===== config.mk =====
export PLATFORM = sky130hd
export DESIGN_NAME = rc2014_io_read_port
export DESIGN_NICKNAME = d
export VERILOG_FILES = /design/src/rtl/rc2014_io_read_port.sv
export SDC_FILE = /design/constraint.sdc
export NUM_CORES = 1
export LEC_CHECK = 0
export CAP_MARGIN = 10
export CORE_MARGIN = 2
export CORE_UTILIZATION = 35
export CTS_BUF_LIST = sky130_fd_sc_hd__clkbuf_16
export CTS_CLUSTER_DIAMETER = 30
export DETAILED_ROUTE_END_ITERATION = 12
export HOLD_SLACK_MARGIN = 0.05
export PLACE_DENSITY = 0.63
export RECOVER_POWER = 25
export SYNTH_ARGS = -nofsm -noshare
export SYNTH_HDL_FRONTEND = slang
export SYNTH_SLANG_ARGS = --single-unit

===== constraint.sdc =====
create_clock -name CLK -period 4.6 [get_ports CLK]
set_clock_uncertainty 0.2 [all_clocks]
set_input_delay 0.69 -clock CLK [delete_from_list [all_inputs] [get_ports CLK]]
set_output_delay 0.69 -clock CLK [all_outputs]
set_load 0.005 [all_outputs]

===== src/rtl/rc2014_io_read_port.sv =====
// Z80 IN responder: serves a 2^DEPTH_LOG2-byte receive FIFO on DATA_PORT and a status byte on STATUS_PORT.
// Latency: D_OE rises 4 CLK edges after /RD,/IORQ fall; falls 2-3 edges after either rises.
// Backpressure: PUSH_READY low while full; pushes into a full FIFO are dropped and set sticky overflow.
module rc2014_io_read_port #(
  parameter logic [7:0] DATA_PORT   = 8'hC0,
  parameter logic [7:0] STATUS_PORT = 8'hC1,
  parameter int         DEPTH_LOG2  = 4
) (
  input  logic       CLK,
  input  logic       RST,
  input  logic [7:0] A,
  input  logic       RD,
  input  logic       IORQ,
  input  logic       M1,
  output logic [7:0] D_OUT,
  output logic       D_OE,
  output logic       DATA_DIR,
  input  logic       PUSH_VALID,
  input  logic [7:0] PUSH_DATA,
  output logic       PUSH_READY,
  output logic       RX_AVAIL
);

  localparam int CNT_W = DEPTH_LOG2 + 1;
  localparam int DEPTH = 1 << DEPTH_LOG2;

  typedef enum logic [1:0] {
    S_IDLE    = 2'd0,
    S_CAPTURE = 2'd1,
    S_DRIVE   = 2'd2,
    S_RELEASE = 2'd3
  } state_t;

  state_t state, state_nxt;

  logic [1:0] rd_sync, iorq_sync, m1_sync;
  logic [7:0] a_sync1, a_sync2;

  logic       addr_data, addr_stat, bus_match;
  logic       capture_go, release_go;
  logic       port_is_data;   // which port matched, latched on entry to CAPTURE
  logic       sel_data;       // port of the cycle in progress, latched in CAPTURE
  logic       pop_pend;       // data read that found the FIFO non-empty

  logic [7:0]            mem [DEPTH];
  logic [DEPTH_LOG2-1:0] wr_ptr, rd_ptr;
  logic [CNT_W-1:0]      count;
  logic                  overflow;
  logic                  full, empty;
  logic                  push_ok, pop, ovf_set, ovf_clr;
  logic [7:0]            status_byte;

  // Two-flop synchronizers; bus strobes idle high so reset to the inactive level.
  always_ff @(posedge CLK) begin
    if (RST) begin
      rd_sync   <= 2'b11;
      iorq_sync <= 2'b11;
      m1_sync   <= 2'b11;
      a_sync1   <= 8'h00;
      a_sync2   <= 8'h00;
    end else begin
      rd_sync   <= {rd_sync[0], RD};
      iorq_sync <= {iorq_sync[0], IORQ};
      m1_sync   <= {m1_sync[0], M1};
      a_sync1   <= A;
      a_sync2   <= a_sync1;
    end
  end

  assign addr_data = (a_sync2 == DATA_PORT);
  assign addr_stat = (a_sync2 == STATUS_PORT);
  // /M1 low with /IORQ low is an interrupt acknowledge and must never be answered.
  assign bus_match = !iorq_sync[1] && !rd_sync[1] && m1_sync[1] && (addr_data || addr_stat);

  // Bus-cycle state register.
  always_ff @(posedge CLK) begin
    if (RST) state <= S_IDLE;
    else     state <= state_nxt;
  end

  // Next-state decode plus single-cycle capture/release strobes.
  always_comb begin
    state_nxt  = state;
    capture_go = 1'b0;
    release_go = 1'b0;
    case (state)
      S_IDLE: begin
        if (bus_match) state_nxt = S_CAPTURE;
      end
      S_CAPTURE: begin
        capture_go = 1'b1;
        state_nxt  = S_DRIVE;
      end
      S_DRIVE: begin
        if (rd_sync[1] || iorq_sync[1]) begin
          release_go = 1'b1;
          state_nxt  = S_RELEASE;
        end
      end
      S_RELEASE: begin
        state_nxt = S_IDLE;
      end
      default: state_nxt = S_IDLE;
    endcase
  end

  assign full        = (count == CNT_W'(DEPTH));
  assign empty       = (count == '0);
  assign status_byte = {5'b00000, overflow, full, !empty};

  // Latch the response byte and remember what the end of the cycle must do.
  always_ff @(posedge CLK) begin
    if (RST) begin
      port_is_data <= 1'b0;
      sel_data     <= 1'b0;
      pop_pend     <= 1'b0;
      D_OUT        <= 8'h00;
    end else begin
      if (state == S_IDLE && bus_match) port_is_data <= addr_data;
      if (capture_go) begin
        sel_data <= port_is_data;
        pop_pend <= port_is_data && !empty;
        if (port_is_data) D_OUT <= empty ? 8'hFF : mem[rd_ptr];
        else              D_OUT <= status_byte;
      end
    end
  end

  // Pad enable is a flop so the level-shifter direction never glitches.
  always_ff @(posedge CLK) begin
    if (RST) D_OE <= 1'b0;
    else     D_OE <= (state_nxt == S_DRIVE);
  end

  assign DATA_DIR = D_OE;

  // Full is judged on the registered count, so a pop in the same cycle frees no room.
  assign push_ok = PUSH_VALID && !full;
  assign ovf_set = PUSH_VALID && full;
  assign pop     = release_go && pop_pend;
  assign ovf_clr = release_go && !sel_data;

  // FIFO storage; contents need no reset because count gates every read.
  always_ff @(posedge CLK) begin
    if (push_ok) mem[wr_ptr] <= PUSH_DATA;
  end

  // FIFO pointers, occupancy and sticky overflow (set beats clear).
  always_ff @(posedge CLK) begin
    if (RST) begin
      wr_ptr   <= '0;
      rd_ptr   <= '0;
      count    <= '0;
      overflow <= 1'b0;
    end else begin
      if (push_ok) wr_ptr <= wr_ptr + DEPTH_LOG2'(1);
      if (pop)     rd_ptr <= rd_ptr + DEPTH_LOG2'(1);
      case ({push_ok, pop})
        2'b10:   count <= count + CNT_W'(1);
        2'b01:   count <= count - CNT_W'(1);
        default: count <= count;
      endcase
      if (ovf_set)      overflow <= 1'b1;
      else if (ovf_clr) overflow <= 1'b0;
    end
  end

  assign PUSH_READY = !full;
  assign RX_AVAIL   = !empty;

endmodule


# After elaboration in Yosys (flattened, before gate mapping)
# Memory sizes are Yosys's and may differ from the RTL's. A register that Yosys moved wholly into a read port is not among the register bits.
# Cells that the tools add are included.
[word_totals]
regBits = 50
ram_bits = 128
in_bits = 22
wordCells = 64
memories = 1
[mem_list]
columns = ["name", "depth", "width", "read_ports", "rd_clocked_by_memory_dff", "write_ports", "line_no", "text"]
rows = [
  ["mem", 16, 8, 1, 1, 1, "45", "logic [7:0] mem [DEPTH];"],
]
[op_classes]
addsub = 4
eq_ne = 9
mux = 15
n_reduce_logical = 20
[ops]
columns = ["cell", "count"]
rows = [
  ["equality test 8 bit, second input constant", 2],
  ["two-way mux 8 bit", 2],
  ["one-hot mux 5 bit (2 select lines)", 1],
  ["logical AND 1 bit", 9],
  ["adder 4 x 1 -> 4 bit, second input constant", 2],
  ["equality test 2 bit, second input constant", 4],
  ["two-way mux 4 bit", 2],
  ["one-hot mux 2 bit (4 select lines)", 1],
  ["two-way mux 1 bit", 7],
  ["adder 5 x 1 -> 5 bit, second input constant", 1],
  ["equality test 5 bit, second input constant", 1],
  ["logical NOT 1 bit", 5],
  ["logical NOT 5 bit", 1],
  ["subtractor 5 x 1 -> 5 bit, second input constant", 1],
  ["equality test 2 x 1 -> 1 bit, second input constant", 2],
  ["two-way mux 2 bit", 2],
  ["nonzero test 2 bit", 2],
  ["logical NOT 2 bit", 1],
  ["logical OR 1 bit", 2],
]

# Depth between registers and ports, before layout
[logic_depth]
word_depth = 7
ltp_mapped = 12
mapped_depth_nobuf = 12

# Worst setup path before layout
# No wires, ideal clock.
[synth_timing]
path_kind = "input-to-reg"
start = "input port PUSH_VALID"
end = "register count[4]"
setup_ps = 70
t_arrival_ps = 2773
required_ps = 4330
path_slack_ps = 1557
stages = 10
path_buffers = 0
path_cell_list = "a21boi_1 > inv_1 > ha_1 > xor2_1 > ha_1 > a211o_1 > a21oi_1 > a221oi_1 > or3_1 > a21oi_1"
[synth_between]
elab_chain_cells = 3
elab_cells_between_ends = 5
classes_between = "2 x eq/ne; 1 x mux; 2 x reduce/logical"
[synth_lines]
columns = ["item", "line_no", "text"]
rows = [
  ["from (decl)", "18", "input logic PUSH_VALID,"],
  ["logical AND 1 bit (*)", "138", "assign push_ok = PUSH_VALID && !full;"],
  ["equality test 2 x 1 -> 1 bit / equality test 2 bit (equally long branches)", "158", "case ({push_ok, pop})"],
  ["one-hot mux 5 bit (2 select lines) / nonzero test 2 bit (equally long branches)", "n/a", ""],
  ["to (signal assigned)", "159", "2'b10: count <= count + CNT_W'(1);"],
  ["to (signal assigned)", "160", "2'b01: count <= count - CNT_W'(1);"],
  ["to (signal assigned)", "161", "default: count <= count;"],
  ["to (decl)", "47", "logic [CNT_W-1:0] count;"],
]
# Mark *: on every way between the ends. The rest lies on a longest branch, timed or not.
# A chain may end at the register's enable or synchronous reset.

==> impl_metrics.sql <==
INSERT INTO impl_metrics (metric_group, metric, value, unit) VALUES
('status', 'status', 'finished, violations left', ''),
('status', 'failed_checks', 'capacitance limit, slew limit', ''),
('global_routing', 'groute.usage.overall', '13.0', '%'),
('yosys', 'yosysWarningCount', '0', ''),
('yosys', 'synth.ff_latch_count', '182', ''),
('yosys', 'yosys-top-cells-area', 'edfxtp_1 55%, dfxtp_1 15%, mux4_2 6.7%', ''),
('yosys', 'synth_cells', '433', ''),
('pwr', 'pwr-share-seq', '55.0', '%'),
('setup_path', 'worstPathBufferInverterCount', '2', ''),
('yosys', 'synth_edf_count', '128', ''),
('setup_path', 'worst-setup-path-type', 'primary input to flip-flop', ''),
('pwr', 'power_per_cell_area', '397', 'nW/µm²'),
('cts', 'clock_path_buffers', '2', ''),
('cts', 'cts_setup_buffers', '0', ''),
('final_layout', 'layout-drive-gt1-share', '14.2', '%'),
('final_layout', 'area.growth.synth_to_final', '16.9', '%'),
('cts', 'clock_pin_slew_on_the_worst_setup_and_hold_paths', '70', 'ps'),
('final_layout', 'layout_commonest_cell', 'edfxtp_1', ''),
('floorplanning', 'total_die_area', '21200', 'µm²'),
('setup_path', 'critical_path_s_slowest_cell', 'clkbuf_1', ''),
('timing', 'max_slew.worst_pin.slew', '1930', 'ps'),
('cts', 'cts-buffers-inserted', '17', ''),
('pwr', 'p_switching', '0.000682', 'W'),
('pwr', 'share_of_total_power_in_the_clock_network', '41.9', '%'),
('placed_design', 'place.gp.congestion', '0.759', ''),
('pwr', 'power_leakage', '2.65', 'nW'),
('setup_path', 'critPathLaunch', 'RST', ''),
('cts', 'tritoncts', 'done', ''),
('floorplanning', 'io-pin-count', '34', ''),
('yosys', 'synth_area_leader_cell', 'edfxtp_1', ''),
('drt', 'routed_antenna_nets', '0', ''),
('final_layout', 'mostFrequentLayoutCells', '128 x edfxtp_1, 54 x dfxtp_1, 29 x nor2_1', ''),
('min_path', 'worstHoldStart', 'm1_sync[0]', ''),
('yosys', 'share_of_the_yosys_chip_area_belonging_to_registers', '70.2', '%'),
('yosys', 'synthesized_area_per_cell', '16.2', 'µm²'),
('placed_design', 'post_dp_cell_area', '7650', 'µm²'),
('floorplanning', 'initial_utilization', '35.8', '%'),
('setup_path', 'crit_path_end_kind', 'flip-flop', ''),
('placed_design', 'dp_hpwl', '8.43', 'mm'),
('drt', 'top_layer_used', 'met4', ''),
('cts', 'cts_num_sinks', '182', ''),
('global_routing', 'grt_antenna_before_repair', '0', ''),
('pwr', 'ir_worst_vdd', '0.204', 'mV'),
('yosys', 'synth_flop_cell', 'edfxtp_1', ''),
('min_path', 'holdCritPathClass', 'flip-flop to flip-flop', ''),
('global_routing', 'grt_max_degree', '51', ''),
('drt', 'drt-met1-wl', '5.89', 'mm'),
('setup_path', 'critPathRequiredTime', '4700', 'ps'),
('pwr', 'power.switching_fraction', '21.0', '%'),
('drt', 'per_cell_routed_wire_length', '17.3', 'µm'),
('floorplanning', 'floorplan.core_area', '19600', 'µm²'),
('floorplanning', 'die_height', '146', 'µm'),
('final_layout', 'fillerInstances', '1748', ''),
('drt', 'viasPerCell', '4.90', ''),
('final_layout', 'n_antenna_cell', '0', ''),
('floorplanning', 'die_width', '146', 'µm'),
('setup_path', 'timing.critical_path.arrival', '3410', 'ps'),
('flow_run', 'drv.max_cap_violation_count', '1', ''),
('yosys', 'synth_top_area_share', '54.8', '%'),
('timing', 'maxSlewViolCount', '51', ''),
('yosys', 'syn_nets', '468', ''),
('drt', 'met2RoutedLength', '6.24', 'mm'),
('global_routing', 'grt.overflow.total', '0', ''),
('drt', 'wl', '13.0', 'mm'),
('final_layout', 'num-nets-final', '509', ''),
('yosys', 'synth.distinct_cells', '44', ''),
('drt', 'drcViolationCount', '0', ''),
('timing', 'final-setup-viol-count', '0', ''),
('global_routing', 'first_global_vias', '3695', ''),
('placed_design', 'port_buffers', '33', ''),
('timing', 'total_count_of_hold_check_failures_in_the_final_report', '0', '');
==> flip-flops by register name (all words and copies together) (netlist names), named ones only <==
name          cells
a_sync1           8
sel_data          1
port_is_data      1
rd_sync           2
mem             128
state             2
m1_sync           2
wr_ptr            4
a_sync2           8
DATA_DIR          1
overflow          1
iorq_sync         2
rd_ptr            4
D_OUT             8
count             5
pop_pend          1
==> layer usage <==
metal / up-vias / GRT usage, %
met3: 18 / 3.45
met5: - / 0
met1: 1855 / 16.9
met2: 72 / 20.6
met4: 0 / 5.39
li1: 1738 / -
==> cells in the mapped netlist (7+ instances only) <==
master / count
a21oi_1: 16
clkbuf_1: 12
dfxtp_1: 54
edfxtp_1: 128
ha_1: 13
inv_1: 8
mux2_2: 7
mux2i_1: 10
mux4_1: 8
mux4_2: 21
nand2_1: 16
nand2b_1: 9
nor2_1: 29
nor2b_1: 18
nor3_1: 7
o21ai_0: 9
==> final timing paths <==
| check | endpoint | slack [ps] | cells after the start |
|---|---|---|---|
| worst max-delay path | D_OUT[7] | 1290 | 5 |
| worst min-delay path | m1_sync[1] | 210 | 1 |
| worst max register to register | count[4] | 1420 | 12 |
| worst min register to register | m1_sync[1] | 210 | 1 |
==> logic make-up (layout without fill, tap and decap cells) <==
group,count (synthesis),in the layout,synth area share [%]
buf+inv,28,82,1.73
xor+xnor,9,9,1.12
compound gates,51,51,4.59
mux,46,46,12.3
fa+ha+maj,13,13,2.32
simple gates,104,104,7.69
flops,182,182,70.2
==> through the flow <==
step / hold slack (ps) / std cells / util, % / power, W / worst slack (ps)
2_1_floorplan: 189 / 433 / - / 0.00187 / 1560
3_3_place_gp: 200 / 720 / 39.0 / 0.00192 / 1180
3_5_place_dp: 195 / 720 / 39.0 / 0.00193 / 1140
4_1_cts: 210 / 752 / 41.9 / 0.00328 / 1420
5_1_grt: 228 / 752 / 41.8 / 0.00336 / 836
6_report: 209 / 752 / 41.8 / 0.00325 / 1290
==> power groups by stage <==
stage	Sequential [W]	Clock (W)	Combinational, W
final	0.00179	0.00136	0.000102
after global placement	0.00182	0	0.000101
after detailed placement	0.00182	0	0.000104
after floorplan	0.00182	0	0.0000505
after global routing	0.00179	0.00146	0.000114
after CTS	0.00179	0.00139	0.000105
==> final cells by class <==
class | instances | area, µm² | area share, %
Tap cell | 265 | 332 | 4.04
Timing Repair Buffer | 42 | 394 | 4.81
Clock buffer | 17 | 425 | 5.19
Multi-Input combinational cell | 223 | 1960 | 24.0
Sequential cell | 182 | 4920 | 60.1
Clock inverter | 15 | 128 | 1.56
Inverter | 8 | 30.0 | 0.366
No activity file was read; power rests on OpenSTA's default activity.
